File: config.mk
export PLATFORM = sky130hd
export DESIGN_NAME = apb_master_bridge
export DESIGN_NICKNAME = d
export VERILOG_FILES = /design/src/rtl/apb_master_bridge.sv
export SDC_FILE = /design/constraint.sdc
export NUM_CORES = 1
export LEC_CHECK = 0
export ABC_AREA = 1
export CELL_PAD_IN_SITES_DETAIL_PLACEMENT = 0
export CELL_PAD_IN_SITES_GLOBAL_PLACEMENT = 1
export CORE_ASPECT_RATIO = 1.25
export CORE_MARGIN = 1.5
export CORE_UTILIZATION = 27
export CTS_CLUSTER_DIAMETER = 50
export CTS_CLUSTER_SIZE = 12
export DETAILED_ROUTE_END_ITERATION = 8
export HOLD_SLACK_MARGIN = 0.1
export PLACE_DENSITY_LB_ADDON = 0.1
export SYNTH_ARGS = -nofsm -noshare
export SYNTH_HDL_FRONTEND = slang
export SYNTH_SLANG_ARGS = --single-unit
File: constraint.sdc
create_clock -name pClk -period 1.7 [get_ports pClk]
set_clock_uncertainty 0.1 [all_clocks]
set_input_delay 0.34 -clock pClk [delete_from_list [all_inputs] [get_ports pClk]]
set_output_delay 0.34 -clock pClk [all_outputs]
set_load 0.02 [all_outputs]
File: src/rtl/apb_master_bridge.sv
// Single-outstanding APB3 initiator: one valid/ready command becomes one APB
// transfer and one response, with an optional wait-state timeout.
module apb_master_bridge #(
    parameter int ADDR_W         = 32,
    parameter int DATA_W         = 32,
    parameter int TIMEOUT_CYCLES = 16,
    parameter int TO_CNT_W       = 8
) (
    input  logic              pClk,
    input  logic              pReset,
    input  logic              cmd_valid,
    output logic              cmd_ready,
    input  logic              cmd_write,
    input  logic [ADDR_W-1:0] cmd_addr,
    input  logic [DATA_W-1:0] cmd_wdata,
    output logic              rsp_valid,
    input  logic              rsp_ready,
    output logic [DATA_W-1:0] rsp_rdata,
    output logic              rsp_err,
    output logic              rsp_timeout,
    output logic              pSel,
    output logic              pEnable,
    output logic              pWrite,
    output logic [ADDR_W-1:0] pAddr,
    output logic [DATA_W-1:0] pWdata,
    input  logic              pReady,
    input  logic [DATA_W-1:0] pRdata,
    input  logic              pSlvErr
);

    typedef enum logic [1:0] {IDLE, SETUP, ACCESS, RESP} state_t;

    localparam bit                TO_EN   = (TIMEOUT_CYCLES != 0);
    localparam logic [TO_CNT_W-1:0] TO_LAST = TO_CNT_W'(TO_EN ? TIMEOUT_CYCLES - 1 : 0);

    state_t              state_q;
    logic [TO_CNT_W-1:0] to_cnt_q;
    logic                psel_q;
    logic                penable_q;
    logic                pwrite_q;
    logic [ADDR_W-1:0]   paddr_q;
    logic [DATA_W-1:0]   pwdata_q;
    logic                rsp_valid_q;
    logic [DATA_W-1:0]   rsp_rdata_q;
    logic                rsp_err_q;
    logic                rsp_timeout_q;

    always_ff @(posedge pClk or negedge pReset) begin
        if (!pReset) begin
            state_q       <= IDLE;
            to_cnt_q      <= '0;
            psel_q        <= 1'b0;
            penable_q     <= 1'b0;
            pwrite_q      <= 1'b0;
            paddr_q       <= '0;
            pwdata_q      <= '0;
            rsp_valid_q   <= 1'b0;
            rsp_rdata_q   <= '0;
            rsp_err_q     <= 1'b0;
            rsp_timeout_q <= 1'b0;
        end else begin
            case (state_q)
                IDLE: begin
                    if (cmd_valid) begin
                        pwrite_q  <= cmd_write;
                        paddr_q   <= cmd_addr;
                        pwdata_q  <= cmd_write ? cmd_wdata : '0;
                        psel_q    <= 1'b1;
                        penable_q <= 1'b0;
                        state_q   <= SETUP;
                    end
                end
                SETUP: begin
                    penable_q <= 1'b1;
                    to_cnt_q  <= '0;
                    state_q   <= ACCESS;
                end
                ACCESS: begin
                    // pReady wins over a timeout landing in the same cycle.
                    if (pReady) begin
                        psel_q        <= 1'b0;
                        penable_q     <= 1'b0;
                        rsp_valid_q   <= 1'b1;
                        rsp_rdata_q   <= (!pwrite_q && !pSlvErr) ? pRdata : '0;
                        rsp_err_q     <= pSlvErr;
                        rsp_timeout_q <= 1'b0;
                        state_q       <= RESP;
                    end else if (TO_EN && (to_cnt_q == TO_LAST)) begin
                        psel_q        <= 1'b0;
                        penable_q     <= 1'b0;
                        rsp_valid_q   <= 1'b1;
                        rsp_rdata_q   <= '0;
                        rsp_err_q     <= 1'b1;
                        rsp_timeout_q <= 1'b1;
                        state_q       <= RESP;
                    end else begin
                        to_cnt_q <= to_cnt_q + 1'b1;
                    end
                end
                RESP: begin
                    if (rsp_ready) begin
                        rsp_valid_q <= 1'b0;
                        state_q     <= IDLE;
                    end
                end
                default: state_q <= IDLE;
            endcase
        end
    end

    assign cmd_ready   = (state_q == IDLE);
    assign rsp_valid   = rsp_valid_q;
    assign rsp_rdata   = rsp_rdata_q;
    assign rsp_err     = rsp_err_q;
    assign rsp_timeout = rsp_timeout_q;
    assign pSel        = psel_q;
    assign pEnable     = penable_q;
    assign pWrite      = pwrite_q;
    assign pAddr       = paddr_q;
    assign pWdata      = pwdata_q;

endmodule

=== After elaboration in Yosys (flattened, before gate mapping) ===
Cells that the tools add are included.

* Bits in registers: 112
* Output and inout bits: 103
* Logic and storage cells: 61

* Add/subtract/negate cells: 1
* Eq/ne operators: 9
* Multiplexer cells: 24
* Reductions and logical operators: 16

{| class="wikitable"
|+ Operators by type and width
! kind !! count
|-
| $mux 32 || 4
|-
| $mux 8 || 2
|-
| $pmux 8 s2 || 1
|-
| $reduce_and 3->1 || 5
|-
| $mux 1 || 9
|-
| $add 8x1->8 const B || 1
|-
| $eq 8x4->1 const B || 1
|-
| $mux 2 || 4
|-
| $ne 2x2->1 const B || 4
|-
| $pmux 2 s4 || 1
|-
| $reduce_bool 2->1 || 4
|-
| $eq 2x2->1 const B || 2
|-
| $pmux 1 s2 || 2
|-
| $reduce_and 2->1 || 2
|-
| $ne 3x3->1 const B || 1
|-
| $pmux 1 s3 || 1
|-
| $reduce_bool 3->1 || 1
|-
| $eq 2x1->1 const B || 1
|-
| $logic_not 1->1 || 2
|-
| $logic_not 2->1 || 1
|-
| $logic_and 1x1->1 || 1
|}

=== Longest topological paths before layout ===
* Word-level depth: 4
* Gate-level depth with buffers: 9

=== Worst setup path before layout ===
No wires, ideal clock.

* Path type: register -> register
* Start: register state_q[0]
* End: register paddr_q[10], in the netlist pAddr[10]
* Library setup time: 0.066 ns
* Data arrival time: 1.545 ns
* Slack: -0.011 ns
* Cell stages (with the launch flop): 8
* Path buffers: 2
* Cell sequence: dfrtp_1 > inv_1 > ha_1 > nand2_1 > buf_2 > clkbuf_1 > nand2_1 > nand2_1

* Longest elaborated chain between the ends: 2

{| class="wikitable"
|+ RTL lines
! element !! RTL line !! source
|-
| start: declaration || 36 || <nowiki>state_t state_q;</nowiki>
|-
| start signal: assignment || 50 || <nowiki>state_q <= IDLE;</nowiki>
|-
| start signal: assignment || 70 || <nowiki>state_q <= SETUP;</nowiki>
|-
| start signal: assignment || 76 || <nowiki>state_q <= ACCESS;</nowiki>
|-
| $logic_not 2->1 || - ||
|-
| net cmd_ready || 12 || <nowiki>output logic cmd_ready,</nowiki>
|-
| $reduce_and 2->1 (no source line) || - ||
|-
| end signal: assignment || 66 || <nowiki>paddr_q <= cmd_addr;</nowiki>
|-
| end: declaration || 41 || <nowiki>logic [ADDR_W-1:0] paddr_q;</nowiki>
|}

The timed path passes the listed nets, and every way through them passes these cells.
A chain may end at the register's enable or synchronous reset.

=== Worst setup path after layout ===
* Start: register state_q[0]
* End: output cmd_ready

* Longest elaborated chain between the ends: 1

{| class="wikitable"
|+ RTL lines
! element !! RTL line !! source
|-
| $logic_not 2->1 || 111 || <nowiki>assign cmd_ready = (state_q == IDLE);</nowiki>
|-
| end: declaration || 12 ||
|}

Every way passes these cells.

==> metrics.md <==
| Metric | Value |
|---|---|
| Outcome | finished clean |
| First-pass GRT wire length | 21800 um |
| Yosys top cell by area | dfrtp_1 |
| Slew @ Worst Pin | 0.422 ns |
| CP Class | flip-flop to primary output |
| Die ar. | 18100 um^2 |
| Initial Utilization | 27.7% |
| Drt pass-1 iters | 4 |
| Remaining global-route overflow | 0 |
| Max-capacitance violation count | 0 |
| Warnings from Yosys | 0 |
| Leak | 3.88 nW |
| Power Density | 1640 nW/um^2 |
| Final Wtd Congestion | 0.737 |
| Initial antenna violation count | 1 |
| Fmax | 627 MHz |
| Drt drc | 0 |
| Avg Cell Area, Syn | 8.77 um^2 |
| Post-route ant nets | 0 |
| CTS Sinks | 112 |
| CP Max Fanout | 2 |
| Crit share post-route | 93.8% |
| Worst Setup Slack, final | 0.105 ns |
| Worst Path Arrival | 1.16 ns |
| CTS tree | built |
| Largest cells by area after synthesis | dfrtp_1 60%, nand2_1 21%, nand3_1 5.0%, o21ai_0 3.7%, ha_1 1.9% |
| Yosys cell types | 25 |
| H-tree Lvls | 3 |
| Post-synth top area share | 60.2% |
| Die Y | 150 um |
| Routed len/inst | 14.1 um |
| Post-Place Worst Slack | 0.00590 ns |
| Post-DP HPWL | 9910 um |
| Seq cells post-synth | 112 |
| Cells after Synth | 531 |
| Placed instance area | 7140 um^2 |
| Setup crit end kind | primary output |
| Sequential-to-total area share from yosys stat | 60.2% |
| Worst-Skew Late Latency | 0.35 ns |
| Syn_nets | 641 |
| Core Footprint | 16800 um^2 |
| Setup TNS | 0 ns |
| # diodes | 0 |
| Total wire length | 13700 um |
| Via count of the first global-routing pass | 4277 |
| Nets | 856 |
| CP Data Required Time | 1.26 ns |
| Buffers on Ports | 205 |
| Clock Path Buffers | 2 |
| Clk root buf | clkbuf_16 |
| Minimum clock period | 1.60 ns |
| I/O pin count | 206 |
| Area Overhead vs Synth | 57.8% |
| Fin. max-slew vios | 0 |
| Worst vdd ir | 0.684 mV |
| Final Hold Vio Count | 0 |
| GRT Total Usage | 15.5% |
| Cell Area, Synth | 4660 um^2 |
| Hold_ws | 0.363 ns |
| Via count | 4190 |
| Max-slew headroom | 71.9% |
| Startpoint types | flip-flop |
| Core Rows | 53 |
| Largest net degree at the start of global routing | 52 |
| Post-route cell area | 7350 um^2 |
| 1st-iter DRT viols | 144 |
| Die Wd | 120 um |
| Share of cells above drive strength 1 | 7.19% |
| Cts bufs inserted | 9 |
| Avg Vias per Cell | 4.32 |
| Hold/Removal Path Class | input port to async pin |
| Setup Viol. Count Final | 0 |
| CTS clk-pin slew, worst paths | 0.07 ns |
==> routing by layer <==
| layer | wire, um | global-route usage [%] | share of wire [%] | up-vias |
|---|---|---|---|---|
| li1 | - | - | - | 2098 |
| met1 | 5480 | 17.6 | 40 | 1940 |
| met2 | 6830 | 26.3 | 50 | 129 |
| met3 | 1120 | 6.21 | 8.2 | 21 |
| met4 | 295 | 5.41 | 2.1 | 2 |
| met5 | 11 | 0 | 0.080 | - |
==> path summary, 6_finish.rpt <==
path,startpoint,end,slack [ns],depth (start not counted)
worst min register to register,rsp_rdata[7]$_DFFE_PN0P_,rsp_rdata[7]$_DFFE_PN0P_,0.37,2
worst min-delay path,pReset,pEnable$_DFFE_PN0P_,0.36,2
max in group asynchronous,pReset,pAddr[2]$_DFFE_PN0P_,0.58,3
worst max register to register,to_cnt_q[0]$_DFFE_PN0P_,state_q[0]$_DFFE_PN0P_,0.12,9
worst max-delay path,state_q[0]$_DFFE_PN0P_,cmd_ready,0.10,3
min in group pClk,rsp_rdata[7]$_DFFE_PN0P_,rsp_rdata[7]$_DFFE_PN0P_,0.37,2
==> sequential cells by signal, summed over array words and instances (netlist names) <==
signal       count
pAddr           32
pWdata          32
to_cnt_q         8
rsp_rdata       32
rsp_err          1
rsp_timeout      1
pEnable          1
rsp_valid        1
pWrite           1
state_q          2
pSel             1
==> stage by stage <==
step / power (mW) / utilization (%) / cells
6_report: 12.0 / 43.6 / 971
5_1_grt: 13.0 / 43.6 / 971
4_1_cts: 12.2 / 43.5 / 969
3_5_place_dp: 10.7 / 42.4 / 952
3_3_place_gp: 10.6 / 42.4 / 952
2_1_floorplan: 7.35 / - / 531
==> synthesized netlist by cell type (all sizes together) <==
cell type and number:
or2 1, nand3 49, nor3 1, nor2 9
xor2 2, inv 16, buf 9, ha 7
dfrtp 112, a21oi 1, o21ai 38, xnor2 1
nor3b 1, clkbuf 18, nand4 3, o211ai 1
nand2 261, clkinv 1
==> area by class of cell <==
cell class,instances,area (um^2)
Tap cell,220,275
Multi-Input combinational cell,375,1660
Fill cell,1720,9490
Clock buffer,10,239
Sequential cell,112,2800
Clock inverter,6,67.6
Timing Repair Buffer,231,2240
Inverter,17,63.8
==> cells by family (layout without fill, tap and decap cells) <==
| logic type | count (synthesis) | count (layout) | share of synthesized area (%) |
|---|---|---|---|
| xor gates and xnor gates | 3 | 3 | 0.564 |
| DFF | 112 | 112 | 60.2 |
| adders and majority gates | 7 | 7 | 1.88 |
| AOI/OAI and AO/OA | 40 | 40 | 4.43 |
| buffers and inverters | 44 | 264 | 4.40 |
| and+or+nand+nor | 325 | 325 | 28.6 |
==> critical path, stage by stage (launching register included) <==
cell	delay [ns]
dfrtp_1	0.39
inv_1	0.07
ha_1	0.19
buf_4	0.16
==> layout by cell type, fill, tap and decap left out, types with 2 or more instances in the layout <==
master           netlist  routed
ha_1                   7       6
nand4_1                3       3
dlygate4sd2_1          0     102
inv_1                 15      15
buf_4                  4      17
nand2_1              259     258
nand3_2                2       2
o21ai_0               34      33
clkbuf_16              0       9
nor2_1                 8       8
o21ai_1                4       5
buf_12                 0      10
clkinvlp_4             0       2
dfrtp_1              112     112
nand2_2                2       2
clkdlybuf4s50_1        0     101
xor2_1                 2       2
nand3_1               47      47
==> timing repair <==
item	CTS	global route
endpoints found under the hold margin	23	0
cloned	0	0
resized for setup	106	4
endpoints found under the setup margin	103	66
hold buffers	1	0
setup buffers	0	2
==> power breakdown <==
part	total (mW)	leakage [nW]	switching [mW]	internal, mW
clock network	2.20	0.145	1.01	1.19
logic	5.54	2.28	3.37	2.17
registers	4.28	1.45	0.543	3.74
Power figures use the tool's default switching activity.
==> variant 1: new RTL, config.mk and constraints unchanged <==
Set the parameter `ADDR_W` to 64 (it was 32).
--- a/src/rtl/apb_master_bridge.sv
+++ b/src/rtl/apb_master_bridge.sv
@@ -1,7 +1,7 @@
 // Single-outstanding APB3 initiator: one valid/ready command becomes one APB
 // transfer and one response, with an optional wait-state timeout.
 module apb_master_bridge #(
-    parameter int ADDR_W         = 32,
+    parameter int ADDR_W         = 64,
     parameter int DATA_W         = 32,
     parameter int TIMEOUT_CYCLES = 16,
     parameter int TO_CNT_W       = 8
Interface: changed (resized cmd_addr and pAddr); port bits go from 206 to 270. No check against the original RTL was run, so the function may have changed too.
==> variant 1 against the unedited design <==
Sequential power up 31%. Worst setup slack worse by 0.026 ns. Largest cell class unchanged. Wire length up 37%. Critical endpoint unchanged. Highest routed layer unchanged. Sequential cell count up 32. Synthesized area up 26%. Power up 39%. Final area up 31%. Global-route usage up 1.4 points.
==> variant 1: results (changes against the unedited design) <==
{
  "status": {
    "run_status": "finished clean"
  },
  "global_route": {
    "grt_max_degree": {"value": 36, "change": "-31%"},
    "wire_length_of_the_first_global_routing_pass": {"value": 29440, "unit": "µm", "change": "+35%"},
    "grt_pass1_vias": {"value": 5477, "change": "+28%"},
    "grtUsageMet2": {"value": 28.58, "unit": "%", "change": "+2.2 points"},
    "groute.layer.met1.usage": {"value": 19.18, "unit": "%", "change": "+1.5 points"}
  },
  "setup_path": {
    "regToRegSetupSlack": {"value": 0.10, "unit": "ns", "change": "-0.02 ns"},
    "cp_data_arrival_time": {"value": 1.18, "unit": "ns", "change": "+0.02 ns"},
    "r2r_end": "rsp_rdata[28]$_DFFE_PN0P_"
  },
  "power": {
    "power.internal": {"value": 9.977, "unit": "mW", "change": "+40%"},
    "leakage": {"value": 5.094, "unit": "nW", "change": "+31%"},
    "max-vdd-ir-drop": {"value": 0.7781, "unit": "mV", "change": "+14%"},
    "fin_total_pwr": {"value": 16.73, "unit": "mW", "change": "+39%"}
  },
  "placement": {
    "dpl_cell_area": {"value": 0.009116, "unit": "mm²", "change": "+28%"},
    "gp_congestion": {"value": 0.8055, "change": "+9.4%"}
  },
  "cts": {
    "cts.repair.resized": {"value": 139, "change": "+31%"},
    "cts.htree.levels": {"value": 4, "change": "+1"}
  },
  "logic_synthesis": {
    "synth_fp_nets": {"value": 809, "change": "+26%"},
    "list_of_most_frequent_post_synthesis_cells": "sky130_fd_sc_hd__nand2_1 (355), sky130_fd_sc_hd__dfrtp_1 (144), sky130_fd_sc_hd__nand3_1 (47)"
  },
  "finish": {
    "num-nets-final": {"value": 1102, "change": "+29%"},
    "fillCellCount": {"value": 2140, "change": "+24%"}
  },
  "sta": {
    "hold-worst-slack": {"value": 0.2443, "unit": "ns", "change": "-0.1185 ns"}
  },
  "drt": {
    "route.met3.wl": {"value": 1618, "unit": "µm", "change": "+44%"},
    "vias": {"value": 5400, "change": "+29%"},
    "route.met2.wl": {"value": 9423, "unit": "µm", "change": "+38%"},
    "avgRoutedWirePerCell": {"value": 15.03, "unit": "µm", "change": "+6.3%"},
    "via_per_inst": {"value": 4.313, "change": "about the same"}
  }
}
variant 1: worst register-to-register path, delay by kind of cell (launching register included):
kind                       cells  cell delay [ns]
DFF                            1             0.39
adders and majority gates      1             0.15
and+or+nand+nor                3             0.35
buffers and inverters          5             0.55
variant 1: layout make-up:
class | count | area share (%)
clock inverter | 14 | 1.580
tap | 279 | 3.613
sequential | 144 | 37.29
inverter | 17 | 0.6604
timing repair buffer | 309 | 31.32
clock buffer | 18 | 4.441
multi-input combinational | 471 | 21.09
variant 1: logic make-up (layout without fill, tap and decap cells):
family | count (synthesis) | after routing | synth area share [%]
fa+ha+maj | 7 | 7 | 1.492
buf+inv | 52 | 358 | 4.328
xor+xnor | 3 | 3 | 0.4478
simple gates | 421 | 421 | 28.81
compound gates | 40 | 40 | 3.518
flops | 144 | 144 | 61.41
variant 1: metrics by stage:
stage               util, %  setup slack (ns)
global route          45.16         -0.006341
CTS                   44.58           0.01543
finish                45.16           0.07881
global placement      42.61           0.02169
detailed placement    42.61          -0.04525
floorplan                 -           0.03691
==> variant 2: new RTL, config.mk and constraints unchanged <==
Made on the original files. Register the output `rsp_timeout` once more, without a reset; this adds one clock of latency there. The other outputs are not delayed to match.
--- a/src/rtl/apb_master_bridge.sv
+++ b/src/rtl/apb_master_bridge.sv
@@ -112,7 +112,9 @@
     assign rsp_valid   = rsp_valid_q;
     assign rsp_rdata   = rsp_rdata_q;
     assign rsp_err     = rsp_err_q;
-    assign rsp_timeout = rsp_timeout_q;
+    always_ff @(posedge pClk) begin
+        rsp_timeout <= rsp_timeout_q;
+    end
     assign pSel        = psel_q;
     assign pEnable     = penable_q;
     assign pWrite      = pwrite_q;
Function: no difference found for any inputs over 4 cycles, from zero or initial values and one cycle with pReset low; that may be too few to reach the edited logic, so the function may still have changed.
==> variant 2 against the unedited design <==
Wire length increased by 2.4%. Worst setup slack lost 0.020 ns. Sequential share of layout area shrank 1.6 points. Die area rose by 0.42%. Synthesized area is 0.43% higher. Final area rose by 5.0%. Power is 13% higher. Sequential cell count up 1. Critical path type unchanged. Critical endpoint unchanged.
==> variant 2: results (changes against the unedited design) <==
{
  "finish": {
    "ff_latch_area": {"value": 0.002824, "unit": "mm²", "change": "+0.76%"},
    "clockNetworkAreaShare": {"value": 7.924, "unit": "%", "change": "+3.8 points"},
    "post_route_cells_drive_above_1_share": {"value": 10.13, "unit": "%", "change": "+2.9 points"},
    "non_filler_instance_count_after_layout": {"value": 991, "change": "+2.1%"},
    "num-nets-final": {"value": 869, "change": "+1.5%"},
    "nNonClkBuffers": {"value": 235, "change": "+1.7%"},
    "final_util": {"value": 45.66, "unit": "%", "change": "+2.0 points"}
  },
  "logic_synthesis": {
    "syn_inst_count": {"value": 532, "change": "+0.19%"},
    "cell_types_occupying_the_most_area_after_synthesis": "sky130_fd_sc_hd__dfrtp_1 (60%), sky130_fd_sc_hd__nand2_1 (21%), sky130_fd_sc_hd__nand3_1 (5.0%)",
    "asyncSetResetFlopFracSynth": {"value": 99.12, "unit": "%", "change": "-0.88 points"},
    "yosys.area_share.adder": {"value": 1.872, "unit": "%", "change": "-0.0080 points"},
    "share_of_the_synthesized_area_in_compound_gates_ao_oa_aoi_oai": {"value": 4.413, "unit": "%", "change": "-0.019 points"},
    "flops_latches_synth": {"value": 113, "change": "+0.89%"},
    "synth_fp_nets": {"value": 642, "change": "+0.16%"}
  },
  "setup_path": {
    "crit-reg2reg-launch": "to_cnt_q[1]$_DFFE_PN0P_",
    "cp_data_arrival_time": {"value": 1.18, "unit": "ns", "change": "+0.02 ns"}
  },
  "status": {
    "run_status": "finished clean"
  },
  "global_route": {
    "grt_pass1_vias": {"value": 4348, "change": "+1.7%"},
    "grt_antenna_before_repair": {"value": 0, "change": "-1"},
    "globalRouteTotalUtil": {"value": 16.12, "unit": "%", "change": "+0.62 points"}
  },
  "cts": {
    "cts-buffers-inserted": {"value": 17, "change": "+8"}
  },
  "sta": {
    "hold-worst-slack": {"value": 0.2710, "unit": "ns", "change": "-0.09174 ns"},
    "layout_worst_path_cycle_share": {"value": 95.02, "unit": "%", "change": "+1.2 points"},
    "slew-limit-headroom": {"value": 74.00, "unit": "%", "change": "+2.1 points"}
  },
  "placement": {
    "dpl_cell_area": {"value": 0.007139, "unit": "mm²", "change": "about the same"},
    "detailedPlacementHpwl": {"value": 9830, "unit": "µm", "change": "-0.78%"},
    "post-place-cells": {"value": 955, "change": "+0.32%"}
  },
  "power": {
    "power.internal": {"value": 8.393, "unit": "mW", "change": "+18%"},
    "leakage": {"value": 4.063, "unit": "nW", "change": "+4.8%"}
  }
}
## variant 2: cell types whose count changed after synthesis
cell and delta:
sky130_fd_sc_hd__dfxtp_1 +1
## variant 2: repair_timing
item / in CTS / in global routing
cloned: 0 / 1
endpoints found under the hold margin: 52 / 0
endpoints found under the setup margin: 103 / 91
buffers inserted: 0 / 3
pin swaps: 0 / 3
hold buffers: 1 / 0
resized for setup: 106 / 13
## variant 2: cells by family (layout without fill, tap and decap cells)
group / Yosys count / in the layout
AND/OR/NAND/NOR: 325 / 325
flip-flops: 113 / 113
buffers and inverters: 44 / 282
AO/OA/AOI/OAI: 40 / 40
adder cells (fa/ha/maj): 7 / 7
XOR/XNOR: 3 / 3
other: 0 / 1
## variant 2: per-layer routing
metal | vias to the layer above | track usage (%) | wire length [µm]
li1 | 2136 | - | -
met1 | 1950 | 18.08 | 5667
met2 | 139 | 27.02 | 7035
met3 | 16 | 6.970 | 1096
met4 | 0 | 6.353 | 264
met5 | - | 0 | 0
